--- config.mk ---
export PLATFORM = sky130hd
export DESIGN_NAME = bcd_double_dabble
export DESIGN_NICKNAME = d
export VERILOG_FILES = /design/src/rtl/bcd_double_dabble_pkg.sv /design/src/rtl/bcd_double_dabble_add3.sv /design/src/rtl/bcd_double_dabble.sv
export SDC_FILE = /design/constraint.sdc
export NUM_CORES = 1
export LEC_CHECK = 0
export CORE_MARGIN = 5
export CORE_UTILIZATION = 35
export DETAILED_ROUTE_END_ITERATION = 12
export GPL_ROUTABILITY_DRIVEN = 1
export PLACE_DENSITY_LB_ADDON = 0.15
export SYNTH_ARGS = -nofsm -noshare
export SYNTH_HDL_FRONTEND = slang
export SYNTH_SLANG_ARGS = --single-unit
--- constraint.sdc ---
create_clock -name clk -period 3.1 [get_ports clk]
set_clock_uncertainty 0.2 [all_clocks]
set_input_delay 0.465 -clock clk [delete_from_list [all_inputs] [get_ports clk]]
set_output_delay 0.465 -clock clk [all_outputs]
set_load 0.05 [all_outputs]
--- src/rtl/bcd_double_dabble_pkg.sv ---
// rtl/bcd_double_dabble_pkg.sv - shared types and constants for the binary-to-BCD converter
package bcd_double_dabble_pkg;

  typedef enum logic {
    IDLE  = 1'b0,
    SHIFT = 1'b1
  } state_e;

  localparam int BCD_DIGIT_W = 4;
  localparam int BIN_W_DEF   = 14;
  localparam int DIGITS_DEF  = 4;

  // Largest decimal value that fits in the given number of digits (10^digits - 1).
  function automatic logic [63:0] max_dec_value(input int digits);
    logic [63:0] v;
    v = 64'd1;
    for (int i = 0; i < digits; i++) begin
      v = v * 64'd10;
    end
    return v - 64'd1;
  endfunction

  // Packed BCD pattern with every digit set to 9, used as the saturation result.
  function automatic logic [63:0] all_nines(input int digits);
    logic [63:0] v;
    v = '0;
    for (int i = 0; i < digits; i++) begin
      v = (v << BCD_DIGIT_W) | 64'h9;
    end
    return v;
  endfunction

  function automatic int cnt_width(input int bin_w);
    return $clog2(bin_w + 1);
  endfunction

  localparam int CNT_W_DEF = cnt_width(BIN_W_DEF);

endpackage

--- src/rtl/bcd_double_dabble_add3.sv ---
// rtl/bcd_double_dabble_add3.sv - double-dabble digit correction, +3 when digit >= 5
module bcd_add3 (
  input  logic [3:0] i_digit,
  output logic [3:0] o_digit
);

  assign o_digit = (i_digit >= 4'd5) ? (i_digit + 4'd3) : i_digit;

endmodule

--- src/rtl/bcd_double_dabble.sv ---
// rtl/bcd_double_dabble.sv - sequential shift-and-add-3 binary-to-BCD converter, one bit per clock
module bcd_double_dabble
  import bcd_double_dabble_pkg::*;
#(
  parameter int BIN_W  = BIN_W_DEF,
  parameter int DIGITS = DIGITS_DEF
) (
  input  logic                            clk,
  input  logic                            rst_n,
  input  logic                            start,
  input  logic [BIN_W-1:0]                bin,
  output logic                            busy,
  output logic                            done,
  output logic [BCD_DIGIT_W*DIGITS-1:0]   bcd,
  output logic                            overflow
);

  localparam int                BCD_W   = BCD_DIGIT_W * DIGITS;
  localparam int                CNT_W   = cnt_width(BIN_W);
  localparam logic [63:0]       MAX_VAL = max_dec_value(DIGITS);
  localparam logic [BCD_W-1:0]  NINES   = BCD_W'(all_nines(DIGITS));

  state_e              r_state;
  state_e              w_next_state;
  logic [BIN_W-1:0]    r_shreg;
  logic [BCD_W-1:0]    r_scratch;
  logic [CNT_W-1:0]    r_cnt;
  logic                r_ovf_pend;
  logic [BCD_W-1:0]    r_bcd;
  logic                r_overflow;
  logic                r_done;

  logic                w_accept;
  logic                w_last;
  logic [BCD_W-1:0]    w_adj;
  logic [BCD_W-1:0]    w_shifted;
  logic                w_unused_top;

  for (genvar g = 0; g < DIGITS; g++) begin : g_add3
    bcd_add3 u_add3 (
      .i_digit (r_scratch[g*BCD_DIGIT_W +: BCD_DIGIT_W]),
      .o_digit (w_adj[g*BCD_DIGIT_W +: BCD_DIGIT_W])
    );
  end

  // The top scratch bit falls off on out-of-range inputs; saturation covers that case.
  assign w_shifted    = {w_adj[BCD_W-2:0], r_shreg[BIN_W-1]};
  assign w_unused_top = w_adj[BCD_W-1];

  assign w_accept = (r_state == IDLE) && start;
  assign w_last   = (r_state == SHIFT) && (r_cnt == CNT_W'(1));

  always_ff @(posedge clk or negedge rst_n) begin
    if (!rst_n) begin
      r_state <= IDLE;
    end else begin
      r_state <= w_next_state;
    end
  end

  always_comb begin
    w_next_state = r_state;
    case (r_state)
      IDLE:    if (start)  w_next_state = SHIFT;
      SHIFT:   if (w_last) w_next_state = IDLE;
      default: w_next_state = IDLE;
    endcase
  end

  always_ff @(posedge clk or negedge rst_n) begin
    if (!rst_n) begin
      r_shreg    <= '0;
      r_scratch  <= '0;
      r_cnt      <= '0;
      r_ovf_pend <= 1'b0;
      r_bcd      <= '0;
      r_overflow <= 1'b0;
      r_done     <= 1'b0;
    end else begin
      r_done <= w_last;
      if (w_accept) begin
        r_shreg    <= bin;
        r_scratch  <= '0;
        r_cnt      <= CNT_W'(BIN_W);
        r_ovf_pend <= (64'(bin) > MAX_VAL);
      end else if (r_state == SHIFT) begin
        r_scratch <= w_shifted;
        r_shreg   <= {r_shreg[BIN_W-2:0], 1'b0};
        r_cnt     <= r_cnt - CNT_W'(1);
        if (w_last) begin
          r_bcd      <= r_ovf_pend ? NINES : w_shifted;
          r_overflow <= r_ovf_pend;
        end
      end
    end
  end

  assign busy     = (r_state == SHIFT);
  assign done     = r_done;
  assign bcd      = r_bcd;
  assign overflow = r_overflow;

endmodule

==> results <==
- The run finished with clean final reports.
- The global router's overall resource usage is 12.1%.
- The number of I/O port buffers is 35.
- The endpoint type of the worst setup path is an output pin.
- Synthesis inferred 54 register bits.
- The worst setup path category is reg -> out.
- The maximum buffer depth of the clock tree is 2.
- The repair_antennas step left the layout with diodes totalling 0.
- After global routing the overflow that remains totals 0.
- The die width is 97.0 um.
- For this run, the number of Yosys warnings is 0.
- Sorting the synthesized cells by area gives the leading types as dfrtp_1 51%, mux2i_1 7.9%, ha_1 4.7%.
- The count of final hold-check violations is 0.
- The fraction of synthesized cell area taken by the top area cell type is 51.1%.
- The aggregate negative setup slack is 0 ps.
- In this run the number of cells on the critical path is 1.
- The data required time at the worst endpoint is 2430 ps.
- The power per unit of standard cell area is 1070 mW/mm^2.
- The buffer cell driving the clock tree root is clkbuf_8.
- The DRC violation count after routing is 0.
- The area of the mapped netlist is 0.00265 mm^2.
- The transition time at the pin with the least slew margin is 596 ps.
- The average size of a mapped cell is 10.6 um^2.
- Of all nets on the critical path, the largest fanout is 23.
- The CTS buffer count is 5.
- On the critical path the largest part of the delay comes from buffers and inverters.
- The clock latency on the worst-skew pair is 300 ps.
- The count of cells along the worst register-to-register path is 4.
- After clock tree synthesis, the setup repair step added 0 buffers.
- The relative slew slack is 60.1%.
- The number of distinct library cells after synthesis is 31.
- The count of clock tree sinks is 54.
- STA classifies the critical path startpoint as a register.
- The fraction of the yosys area taken by sequential cells is 51.1%.
- Dividing the detail-routed wire length by the instance count gives 13.9 um.
- In the synthesized netlist, the number of instances is 250.
- The utilization after layout is 43.4%.
- The first-iteration detailed-routing DRC count is 71.
- The path class of the tightest hold or removal check is reg -> reg.
- The level count of the clock H-tree is 2.
- VDD sags by at most 0.000283 V.
- The number of iterations in the first detailed-routing pass is 4.
- The top cell types in the final layout, fill and taps aside, are 53 x dfrtp_1, 34 x clkdlybuf4s50_1, 23 x nand2_1.
- Setup violations remaining at the end of the flow were counted as 0.
- The detailed-placement wirelength estimate is 3.69 mm.
- The initial standard-cell utilization of the core is 36.3%.
- At the end of routability-driven placement, the weighted congestion stood at 0.743.
- The number of rows created at floorplan is 31.
- Static timing analysis puts the maximum clock frequency at 405 MHz.
- From bottom edge to top edge, the die measures 97.0 um.
- The die area is 0.00940 mm^2.
- The via count normalized by instance count is 4.83.
- The most area-hungry cell type in the Yosys netlist is dfrtp_1.
- The layout overhead on the synthesized area is 19.5%.
- The library cell used most frequently in the layout, excluding fill and tap cells, is dfrtp_1.
- The fraction of final layout cells with drive strength greater than 1 is 7.75%.
- TritonCTS built the clock tree.
- After the last flow step, the layout net total stands at 311.
- The library cell contributing the largest single delay on the critical path is clkdlybuf4s50_1.
- The post-CTS clock slew at the launch and capture registers of the worst setup and hold paths is 100 ps.
- The data arrival time of the worst path is 1810 ps.
- After layout, the minimum clock period comes to 2470 ps.
- The core region is 0.00729 mm^2.
- The initial antenna violation count is 0.
- Gates resized during post-CTS repair numbered 0.
- The routed layout has 1850 vias.
- After layout, the worst path uses 79.7% of the clock period.
- The number of nets still failing antenna checks after routing is 0.
- The cell depth of the worst hold path is 2.
- The tool flagged a number of max-cap violations equal to 0.
- The final wirelength is 5.32 mm.
- The setup check on the worst reg-to-reg path leaves a slack of 1120 ps.
- In this run the static leakage power is 0.00145 uW.
- The total count of max-transition violations in the final report came to 0.
- The via count of the first global-routing pass was 1895.
- The total buffers and inverters traversed by the critical path is 1.
- The net count after synthesis is 277.
- The signal on the critical path passes through clkdlybuf4s50_1.
- On the worst path, the slowest cell contributes a delay of 880 ps.
- The largest net degree at the start of global routing is 45.
- The global-route wire length before repair is 9.52 mm.
- The number of top-level design ports is 36.
- Setup repair after global routing left no endpoint under its margin.
worst paths after layout:
check / startpoint / end
min in group asynchronous: rst_n / r_shreg[2]
worst max-delay path: busy / busy
worst min register to register: overflow / overflow
worst min-delay path: overflow / overflow
worst max register to register: busy / r_scratch[3]
max in group asynchronous: rst_n / r_scratch[4]
logic make-up after synthesis:
logic type / after synthesis / share of synthesized area [%]
flip-flops: 54 / 51.1
XOR/XNOR: 5 / 1.65
AND/OR/NAND/NOR: 67 / 13.0
multiplexers: 22 / 8.37
adder cells (fa/ha/maj): 10 / 4.73
buffers and inverters: 26 / 4.92
AO/OA/AOI/OAI: 66 / 16.3
through the flow:
step                      instances  cell area [um^2]  worst slack, ps  total power (uW)  hold WS, ps
after floorplan                 250              2650             1460              2560        -30.6
after global placement          375              3070              754              2990          155
after detailed placement        375              3070              732              3020          159
after CTS                       383              3160              616              3430          293
after global routing            383              3160              548              3670          325
final                           383              3160              628              3390          285
routing by layer:
layer	GRT usage [%]	wire length, um
met1	17.2	2750
met2	18.6	2350
met3	2.81	155
met4	3.24	69
met5	0	0
sequential cells by signal, summed over array words and instances (netlist names):
register / cells
r_cnt: 4
done: 1
busy: 1
r_ovf_pend: 1
r_shreg: 14
overflow: 1
bcd: 16
r_scratch: 16
cells in the mapped netlist:
library cell / n
nor4_1: 1
nand3_1: 2
buf_6: 1
a21o_1: 9
buf_4: 5
nor3b_1: 7
inv_2: 1
nor2_2: 2
dfrtp_1: 54
inv_1: 12
a31oi_1: 5
a21oi_2: 4
nor3_1: 7
nand4bb_4: 1
a21oi_1: 13
a22o_1: 8
buf_2: 5
a31o_1: 1
and2_1: 1
a21o_2: 1
a32o_1: 3
nand2b_1: 8
ha_1: 10
mux2i_1: 21
o31ai_1: 2
xnor2_1: 5
nand2_1: 23
o21ai_0: 20
nor2_1: 15
clkbuf_1: 2
mux2_2: 1
layout make-up:
| cell class | count | area, um^2 |
|---|---|---|
| Tap cell | 99 | 124 |
| Multi-Input combinational cell | 170 | 1160 |
| Sequential cell | 54 | 1350 |
| Timing Repair Buffer | 40 | 385 |
| Inverter | 13 | 48.8 |
| Clock buffer | 7 | 86.3 |
| Fill cell | 735 | 4130 |
where the power goes:
| group | switching [uW] | internal [uW] |
|---|---|---|
| Sequential | 262 | 1010 |
| Combinational | 983 | 729 |
| Clock | 222 | 178 |
| Total | 1470 | 1920 |
what timing repair did:
| action | 4_1_cts | 5_1_grt |
|---|---|---|
| endpoints found under the setup margin | 0 | 0 |
| hold buffers | 1 | 0 |
| endpoints found under the hold margin | 9 | 0 |
(Power assumes the default switching activity.)
